===== config.mk =====
export PLATFORM = sky130hd
export DESIGN_NAME = eth_csr_init_seq
export DESIGN_NICKNAME = d
export VERILOG_FILES = /design/src/rtl/eth_csr_init_seq.sv
export SDC_FILE = /design/constraint.sdc
export NUM_CORES = 1
export LEC_CHECK = 0
export ABC_AREA = 0
export BUFFER_PORTS_ARGS = -buffer_cell sky130_fd_sc_hd__buf_2
export CORE_UTILIZATION = 41
export DETAILED_ROUTE_END_ITERATION = 10
export GPL_ROUTABILITY_DRIVEN = 0
export PLACE_DENSITY = 0.82
export SLEW_MARGIN = 20
export SYNTH_ARGS = -nofsm -noshare
export SYNTH_HDL_FRONTEND = slang
export SYNTH_SLANG_ARGS = --single-unit

===== constraint.sdc =====
create_clock -name clk -period 2.5 [get_ports clk]
set_clock_uncertainty 0.05 [all_clocks]
set_input_delay 0.25 -clock clk [delete_from_list [all_inputs] [get_ports clk]]
set_output_delay 0.25 -clock clk [all_outputs]
set_load 0.05 [all_outputs]

===== src/rtl/eth_csr_init_seq.sv =====
// -----------------------------------------------------------------------------
// eth_csr_init_seq
//
// Boot-time configuration sequencer. Masters the AXI4-Lite CSR port of the
// Ethernet wrapper and replays a fixed table of register writes, one at a time,
// waiting for each write response before issuing the next. The outcome is
// reported as level outputs so SoC boot logic can release the CPU or flag an
// error.
//
// Ports:
//   clk, rst          clock, asynchronous active-high reset
//   start_i           pulse; (re)launch from IDLE/DONE/ERR, ignored while busy
//   busy_o            sequence in progress
//   done_o            all writes returned OKAY (level)
//   error_o           a write returned non-OKAY or timed out (level)
//   err_idx_o         table index of the failing write
//   m_aw*, m_w*, m_b* AXI4-Lite write channels (master side)
//   m_ar*, m_r*       read channels, tied off (never used)
// -----------------------------------------------------------------------------
module eth_csr_init_seq #(
    parameter int unsigned          NUM_WR     = 4,
    parameter logic [NUM_WR*32-1:0] INIT_ADDR  = {NUM_WR{32'h0}},
    parameter logic [NUM_WR*32-1:0] INIT_DATA  = {NUM_WR{32'h0}},
    parameter bit                   AUTO_START = 1'b1,
    parameter int unsigned          TIMEOUT    = 1024,
    parameter int unsigned          ID_W       = 8
) (
    input  logic            clk,
    input  logic            rst,
    input  logic            start_i,
    output logic            busy_o,
    output logic            done_o,
    output logic            error_o,
    output logic [3:0]      err_idx_o,
    // write address channel
    output logic [ID_W-1:0] m_awid,
    output logic [31:0]     m_awaddr,
    output logic [2:0]      m_awprot,
    output logic            m_awvalid,
    input  logic            m_awready,
    // write data channel
    output logic [31:0]     m_wdata,
    output logic [3:0]      m_wstrb,
    output logic            m_wvalid,
    input  logic            m_wready,
    // write response channel
    input  logic [ID_W-1:0] m_bid,
    input  logic [1:0]      m_bresp,
    input  logic            m_bvalid,
    output logic            m_bready,
    // read channels (tied off)
    output logic [ID_W-1:0] m_arid,
    output logic [31:0]     m_araddr,
    output logic [2:0]      m_arprot,
    output logic            m_arvalid,
    input  logic            m_arready,
    input  logic [ID_W-1:0] m_rid,
    input  logic [31:0]     m_rdata,
    input  logic [1:0]      m_rresp,
    input  logic            m_rvalid,
    output logic            m_rready
);

    localparam int unsigned   TW        = (TIMEOUT > 2) ? $clog2(TIMEOUT) : 1;
    localparam logic [TW-1:0] TMO_LAST  = TW'(TIMEOUT - 1);
    localparam logic [3:0]    LAST_IDX  = 4'(NUM_WR - 1);
    localparam logic [1:0]    RESP_OKAY = 2'b00;

    typedef enum logic [2:0] {IDLE, ISSUE, RESP, DONE, ERR} state_t;

    state_t        state, state_d;
    logic [3:0]    idx, idx_d;
    logic [3:0]    err_idx, err_idx_d;
    logic [TW-1:0] tcnt, tcnt_d;
    logic          issued, issued_d;   // valids raised for the current write
    logic          aw_acc, aw_acc_d;   // AW beat of the current write accepted
    logic          w_acc, w_acc_d;     // W beat of the current write accepted
    logic          awvalid, awvalid_d;
    logic          wvalid, wvalid_d;
    logic          bready, bready_d;
    logic          launch_pend;        // high only on the first cycle after reset

    logic aw_hs, w_hs, b_hs, tmo;

    assign aw_hs = awvalid & m_awready;
    assign w_hs  = wvalid & m_wready;
    assign b_hs  = bready & m_bvalid;
    assign tmo   = (tcnt == TMO_LAST);

    // NOTE: state registers use non-blocking assignments so every flop samples
    // the pre-edge values of its peers regardless of evaluation order.
    always_ff @(posedge clk or posedge rst) begin
        if (rst) begin
            state       <= IDLE;
            idx         <= '0;
            err_idx     <= '0;
            tcnt        <= '0;
            issued      <= 1'b0;
            aw_acc      <= 1'b0;
            w_acc       <= 1'b0;
            awvalid     <= 1'b0;
            wvalid      <= 1'b0;
            bready      <= 1'b0;
            launch_pend <= AUTO_START;
        end else begin
            state       <= state_d;
            idx         <= idx_d;
            err_idx     <= err_idx_d;
            tcnt        <= tcnt_d;
            issued      <= issued_d;
            aw_acc      <= aw_acc_d;
            w_acc       <= w_acc_d;
            awvalid     <= awvalid_d;
            wvalid      <= wvalid_d;
            bready      <= bready_d;
            launch_pend <= 1'b0;
        end
    end

    always_comb begin
        // NOTE: every signal driven here gets a default first; any path that
        // skipped an assignment would otherwise infer a latch.
        state_d   = state;
        idx_d     = idx;
        err_idx_d = err_idx;
        tcnt_d    = tcnt;
        issued_d  = issued;
        aw_acc_d  = aw_acc;
        w_acc_d   = w_acc;
        awvalid_d = awvalid;
        wvalid_d  = wvalid;
        bready_d  = bready;

        unique case (state)
            IDLE, DONE, ERR: begin
                // launch_pend can only be set while still in IDLE
                if (start_i || launch_pend) begin
                    state_d   = ISSUE;
                    idx_d     = '0;
                    err_idx_d = '0;
                    tcnt_d    = '0;
                    issued_d  = 1'b0;
                    aw_acc_d  = 1'b0;
                    w_acc_d   = 1'b0;
                end
            end

            ISSUE: begin
                if (aw_hs) begin
                    awvalid_d = 1'b0;
                    aw_acc_d  = 1'b1;
                end
                if (w_hs) begin
                    wvalid_d = 1'b0;
                    w_acc_d  = 1'b1;
                end
                if (!issued) begin
                    // First ISSUE cycle is the bus gap; the timeout window
                    // opens only once the valids are up.
                    issued_d  = 1'b1;
                    awvalid_d = 1'b1;
                    wvalid_d  = 1'b1;
                end else if (tmo) begin
                    state_d   = ERR;
                    err_idx_d = idx;
                    awvalid_d = 1'b0;
                    wvalid_d  = 1'b0;
                end else begin
                    tcnt_d = tcnt + 1'b1;
                    if ((aw_acc || aw_hs) && (w_acc || w_hs)) begin
                        state_d  = RESP;
                        bready_d = 1'b1;
                    end
                end
            end

            RESP: begin
                // a response landing on the timeout cycle wins over the abort
                if (b_hs) begin
                    bready_d = 1'b0;
                    if (m_bresp != RESP_OKAY) begin
                        state_d   = ERR;
                        err_idx_d = idx;
                    end else if (idx == LAST_IDX) begin
                        state_d = DONE;
                    end else begin
                        state_d  = ISSUE;
                        idx_d    = idx + 4'd1;
                        tcnt_d   = '0;
                        issued_d = 1'b0;
                        aw_acc_d = 1'b0;
                        w_acc_d  = 1'b0;
                    end
                end else if (tmo) begin
                    state_d   = ERR;
                    err_idx_d = idx;
                    bready_d  = 1'b0;
                end else begin
                    tcnt_d = tcnt + 1'b1;
                end
            end

            default: state_d = IDLE;
        endcase
    end

    // idx is frozen while a write is outstanding, so address and data are
    // stable for as long as their valids are high.
    assign m_awaddr  = INIT_ADDR[idx*32 +: 32];
    assign m_wdata   = INIT_DATA[idx*32 +: 32];
    assign m_awid    = '0;
    assign m_awprot  = 3'b000;
    assign m_awvalid = awvalid;
    assign m_wstrb   = 4'hF;
    assign m_wvalid  = wvalid;
    assign m_bready  = bready;

    assign m_arid    = '0;
    assign m_araddr  = '0;
    assign m_arprot  = 3'b000;
    assign m_arvalid = 1'b0;
    assign m_rready  = 1'b1;

    assign busy_o    = (state == ISSUE) || (state == RESP);
    assign done_o    = (state == DONE);
    assign error_o   = (state == ERR);
    assign err_idx_o = err_idx;

    // Response ID and the whole read path carry nothing this block needs.
    logic unused_inputs;
    assign unused_inputs = ^{m_bid, m_arready, m_rid, m_rdata, m_rresp, m_rvalid};

endmodule


==> key figures, run 1 <==
Clock tree
  • CTS buffer count: 3
  • Clock latency on the worst-skew pair: 270 ps
  • Clock-pin slew on the worst setup and hold paths: 100 ps
  • Post-CTS Setup Inserts: 0
  • CTS resizes: 0
  • CTS Buffer Depth: 2
  • CTS Sinks: 28
  • CTS HTree Levels: 1
  • CTS tree: built
  • Clock Root Buffer: clkbuf_8
  • CTS Hold Bufs: 1

Finish
  • Multi-input logic area: 1320 sq um
  • Nets@finish: 390
  • Proportion of layout cells with a drive suffix above 1: 10.1%
  • Antenna cell count: 0
  • Fillers: 607
  • Fin area: 2340 sq um
  • Area Overhead vs Synth: -7.92%
  • Layout Cells excl Fill: 402
  • Reg area: 702 sq um

Die
  • Die span in x: 80.8 microns
  • Io pins: 194
  • Die height: 80.8 microns
  • Area of the core region: 5960 sq um
  • DIE AREA: 6520 sq um
  • Rows: 28
  • Initial Util: 42.7%

Route
  • Vias per cell: 4.40
  • Routed WL per cell: 9.84 microns
  • Post-route ant nets: 0
  • First DRT Iteration DRCs: 122
  • Drt first pass iters: 4
  • Final wirelength: 3960 microns
  • DR vias: 1769
  • Remaining routing DRC violations: 0

Timing
  • Slew headroom: 60.7%
  • Sum of negative setup slack: 0 ps
  • Endpoints failing setup: 0
  • Final setup margin: 287 ps
  • Tcrit/Tclk final: 88.5%
  • Slew Limit Fails: 0
  • RSZ-0062 raised after global routing: false
  • Fin crit period: 2210 ps
  • Hold Fails Final Rpt: 0
  • Least-Margin Pin Slew: 589 ps
  • FMAX: 0.452 GHz
  • Hold Slack: 288 ps

Job
  • Max Cap Violations: 0

Min path
  • Hold Startpoint: m_wready
  • Worst hold stages: 3
  • Worst hold path class: in2reg
  • Hold Path Sink: w_acc$_DFFE_PP0P_

Global routing
  • GRT overflow: 0
  • First-pass GRT wire length: 6380 microns
  • Largest net degree at the start of global routing: 29
  • GR Util All Layers: 12.4%
  • Vias in the first global route: 1407
  • Initial antenna violation count: 0

Setup path
  • Worst R2R Path Depth: 6
  • CP Max Fanout: 6
  • Crit path launch type: flop
  • Crit-path cells: ha_1 > or3b_1 > a2111o_1 > o21ai_1 > nor3_1 > o22a_1
  • Worst Path Required: 2610 ps
  • Reg2Reg Setup Slack: 290 ps
  • Critical path arrival: 2320 ps
  • RR Startpoint: idx[0]$_DFFE_PP0P_
  • WS Path Type: reg2reg
  • Worst path slowest cell: dfrtp_1
  • R2R Path End: tcnt[7]$_DFFE_PP0P_
  • WP buf/inv: 0
  • Crit. End Element: flop
  • Crit path largest cell delay: 430 ps
  • Cell type group with the largest total delay on the critical path: compound AO/OA/AOI/OAI gates

Yosys
  • Mean Syn Cell Area: 8.29 sq um
  • Top post-synthesis cells by area: buf_4 (37%), dfrtp_1 (27%), a21oi_1 (3.5%)
  • Post-synth top area share: 36.6%
  • Biggest area consumer among synthesized cells: buf_4
  • Synth unique cells: 44
  • Seq/Total Area, Yosys: 27.6%
  • Post-synth top flop: dfrtp_1
  • Synth top cells by count: buf_4 (124), dfrtp_1 (27), a21oi_1 (18), nor2_1 (18), o21ai_0 (14)
  • Number of flops mapped to enable cells by yosys: 0
  • Seq cells post-synth: 28
  • Mapped Area: 2540 sq um
  • Synth async-reset ratio: 100%
  • Synth Instances: 307
  • YS warnings: 0
  • Top-count cell post-synth: buf_4

Power and ir drop
  • Power Density: 1070 nW/um^2
  • Leak Pwr: 1.21 nW
  • VDD IR max: 478 uV

Placement
  • # port buffers: 17
  • Placed Cells: 397
  • Post-DP HPWL: 3070 microns
  • Placed inst area: 2260 sq um
  • Pre-CTS worst setup slack: 335 ps

Status
  • Outcome: complete, no violations
==> registers in the layout, indices dropped and copies added (netlist names) <==
| register | flops |
|---|---|
| m_bready | 1 |
| aw_acc | 1 |
| state | 3 |
| w_acc | 1 |
| m_wvalid | 1 |
| tcnt | 10 |
| issued | 1 |
| m_awvalid | 1 |
| launch_pend | 1 |
| err_idx_o | 4 |
| idx | 4 |
==> through the flow <==
step	utilization, %	power (W)
after floorplan	-	0.00206
after global placement	38.0	0.00212
after detailed placement	38.0	0.00214
after CTS	39.3	0.00251
after global routing	39.3	0.00268
final	39.3	0.00250
==> layer usage <==
metal	vias up	GRT usage [%]	wire length, microns
li1	838	-	-
met2	106	21.8	1970
met3	4	2.81	359
met4	0	2.14	15
met1	821	15.6	1610
met5	-	0	0
==> worst reg2reg max path: cells and delay by family, from the launching register on <==
| kind | cells | cell delay (ps) |
|---|---|---|
| adders and majority gates | 1 | 230 |
| DFF | 1 | 430 |
| and+or+nand+nor | 2 | 500 |
| AOI/OAI and AO/OA | 3 | 890 |
==> where the power goes <==
group / switching, W / internal, W
clock: 0.000140 / 0.000214
combinational: 0.00107 / 0.000382
sequential: 0.000145 / 0.000550
==> worst max path at each step <==
stage / startpoint / end / depth (start not counted)
3_3_place_gp: idx[0]$_DFFE_PP0P_ / tcnt[7]$_DFFE_PP0P_ / 6
5_1_grt: idx[0]$_DFFE_PP0P_ / tcnt[7]$_DFFE_PP0P_ / 6
3_5_place_dp: idx[0]$_DFFE_PP0P_ / tcnt[7]$_DFFE_PP0P_ / 6
6_report: idx[0]$_DFFE_PP0P_ / tcnt[7]$_DFFE_PP0P_ / 6
4_1_cts: idx[0]$_DFFE_PP0P_ / tcnt[7]$_DFFE_PP0P_ / 6
2_1_floorplan: state[0]$_DFFE_PP0P_ / err_idx_o[3]$_DFFE_PP0P_ / 6
==> cell type report <==
class                           instances  share of cell area [%]
Multi-Input combinational cell        266                    56.5
Sequential cell                        28                    30.0
Timing Repair Buffer                   22                    5.34
Tap cell                               75                    4.01
Clock buffer                            3                    1.76
Clock inverter                          1                    1.28
Inverter                                7                    1.12
==> layout by cell type, fill, tap and decap left out, types with 3 or more instances in the layout <==
cell,synthesis,final
conb_1,2,125
dfrtp_1,27,27
nor2_1,18,18
a21oi_1,18,18
buf_2,3,17
o21ai_0,14,14
nand3_1,10,10
nand2_1,9,9
inv_1,7,7
or3_1,5,5
nor3_1,5,5
a21o_1,5,5
nand2b_1,4,4
nand4_1,4,4
a22o_1,4,4
buf_4,124,4
o31ai_1,3,3
and3_1,3,3
or2_2,3,3
nand3b_1,3,3
o22ai_1,3,3
clkbuf_8,0,3
==> logic make-up (layout without fill, tap and decap cells) <==
family	count (synthesis)	count (layout)	synth area share, %
compound gates	63	63	16.2
other cells	2	125	0.295
simple gates	74	74	15.7
flops	28	28	27.6
buf+inv	136	33	38.5
mux	1	1	0.394
xor+xnor	1	1	0.344
fa+ha+maj	2	2	0.984
Power figures use the tool's default switching activity.
==> run 2: changes to the inputs <==
REMOVE_ABC_BUFFERS = 1   (was not set)
==> run 2 against run 1 <==
Compared with the run above:
- sequential power shrank 0.7%
- sequential share of layout area did not move
- utilization unchanged
- hold slack lost 17 ps
- critical path type unchanged
- non-clock buffer count is the same
==> key figures, run 2 (same netlist as run 1, synthesis figures left out) <==
Status
  • Outcome: complete, no violations

Power and ir drop
  • Comb pwr share: 58.0%
  • Register share of total power: 27.3%
  • Internal power: 0.00115 W
  • Clock Power Share: 14.7%
  • Leak Pwr: 1.21 nW
  • Switching share of total power: 54.5%
  • Switching power: 0.00137 W
  • Power Density: 1080 nW/um^2
  • VDD IR max: 570 uV

Finish
  • Proportion of layout cells with a drive suffix above 1: 10.1%
  • Most flops, register: tcnt
  • Most common cell after layout, fill and taps aside: conb_1
  • Nets@finish: 390
  • Layout Cells excl Fill: 402
  • Commonest cells after routing, fill and taps aside: conb_1 (125), dfrtp_1 (27), nor2_1 (18), a21oi_1 (18), buf_2 (17)
  • Area Overhead vs Synth: -7.92%
  • Max reg flops: 10
  • Antenna cell count: 0

Timing
  • FMAX: 0.452 GHz
  • Least-Margin Pin Slew: 591 ps
  • Endpoints failing setup: 0
  • Slew headroom: 60.6%
  • RSZ-0062 raised after global routing: false
  • Fin crit period: 2210 ps
  • Tcrit/Tclk final: 88.6%
  • Slew Limit Fails: 0
  • Sum of negative setup slack: 0 ps
  • Hold Fails Final Rpt: 0

Min path
  • Hold Startpoint: m_bvalid
  • Worst hold path class: in2reg

Placement
  • Post-DP HPWL: 3180 microns
  • # port buffers: 17
  • Placed Cells: 397

Clock tree
  • CTS Buffer Depth: 2
  • CTS resizes: 0
  • CTS HTree Levels: 1
  • Clock-pin slew on the worst setup and hold paths: 100 ps
  • CTS buffer count: 3
  • CTS tree: built
  • Clock latency on the worst-skew pair: 280 ps
  • CTS Sinks: 28
  • Clock Root Buffer: clkbuf_8

Job
  • Max Cap Violations: 0

Setup path
  • CP Max Fanout: 6
  • Crit. Startpoint: idx[0]$_DFFE_PP0P_
  • Critical path arrival: 2330 ps
  • Crit path launch type: flop
  • Reg2Reg Setup Slack: 290 ps
  • WS Path Type: reg2reg
  • Crit. End Element: flop
  • Worst Path Required: 2620 ps
  • RR Startpoint: idx[0]$_DFFE_PP0P_

Die
  • DIE AREA: 6520 sq um
  • Io pins: 194
  • Rows: 28
  • Die span in x: 80.8 microns
  • Initial Util: 42.7%
  • Die height: 80.8 microns
  • Area of the core region: 5960 sq um

Route
  • Drt first pass iters: 4
  • DR vias: 1794
  • Remaining routing DRC violations: 0
  • Vias per cell: 4.46
  • Post-route ant nets: 0
  • First DRT Iteration DRCs: 206
  • Final wirelength: 4140 microns
  • Routed WL per cell: 10.3 microns

Global routing
  • Vias in the first global route: 1410
  • GRT overflow: 0
  • Largest net degree at the start of global routing: 29
  • Initial antenna violation count: 0
  • First-pass GRT wire length: 6630 microns
  • GR Util All Layers: 13.2%
## run 2: worst max-delay path, cell delays in order (launching register included)
cell	delay, ps
dfrtp_1	430
ha_1	220
or3b_1	390
a2111o_1	420
o21ai_1	260
nor3_1	120
o22a_1	220
## run 2: worst paths after layout
kind                                            endpoint  cells past startpoint
worst min-delay path                m_bready$_DFFE_PP0P_                      4
worst max register to register       tcnt[7]$_DFFE_PP0P_                      6
max in group asynchronous          launch_pend$_DFF_PP1_                      4
min in group asynchronous            tcnt[3]$_DFFE_PP0P_                      4
worst max-delay path                 tcnt[7]$_DFFE_PP0P_                      6
worst min register to register  err_idx_o[1]$_DFFE_PP0P_                      1
## run 2: stage by stage
stage	worst slack [ps]	hold slack [ps]	util (%)	area (sq um)	power, W
3_3_place_gp	369	290	38.0	2260	0.00211
4_1_cts	267	271	39.3	2340	0.00252
2_1_floorplan	288	265	-	2050	0.00188
3_5_place_dp	282	301	38.0	2260	0.00214
5_1_grt	154	298	39.3	2340	0.00270
6_report	286	271	39.3	2340	0.00252
## run 2: cell type report
| cell class | instances | area (sq um) |
|---|---|---|
| Fill cell | 618 | 3610 |
| Multi-Input combinational cell | 266 | 1320 |
| Sequential cell | 28 | 702 |
| Timing Repair Buffer | 22 | 125 |
| Tap cell | 75 | 93.8 |
| Clock buffer | 3 | 41.3 |
| Clock inverter | 1 | 30.0 |
| Inverter | 7 | 26.3 |
## run 2: layer usage
metal / share of wire (%) / up-vias / global-route usage (%)
li1: - / 842 / -
met1: 40 / 822 / 16.4
met2: 47 / 118 / 21.5
met3: 10 / 12 / 3.37
met4: 2.4 / 0 / 5.71
met5: 0 / - / 0
## run 2: what timing repair did
| item | in CTS | in global routing |
|---|---|---|
| buffers inserted | 0 | 0 |
| endpoints found under the hold margin | 27 | 0 |
| hold buffers | 1 | 0 |
## run 2: power by group through the flow
stage | clock (W) | sequential, W | combinational (W)
3_5_place_dp | 0 | 0.000694 | 0.00145
2_1_floorplan | 0 | 0.000766 | 0.00111
6_report | 0.000370 | 0.000690 | 0.00146
3_3_place_gp | 0 | 0.000689 | 0.00142
4_1_cts | 0.000379 | 0.000686 | 0.00146
5_1_grt | 0.000394 | 0.000714 | 0.00159
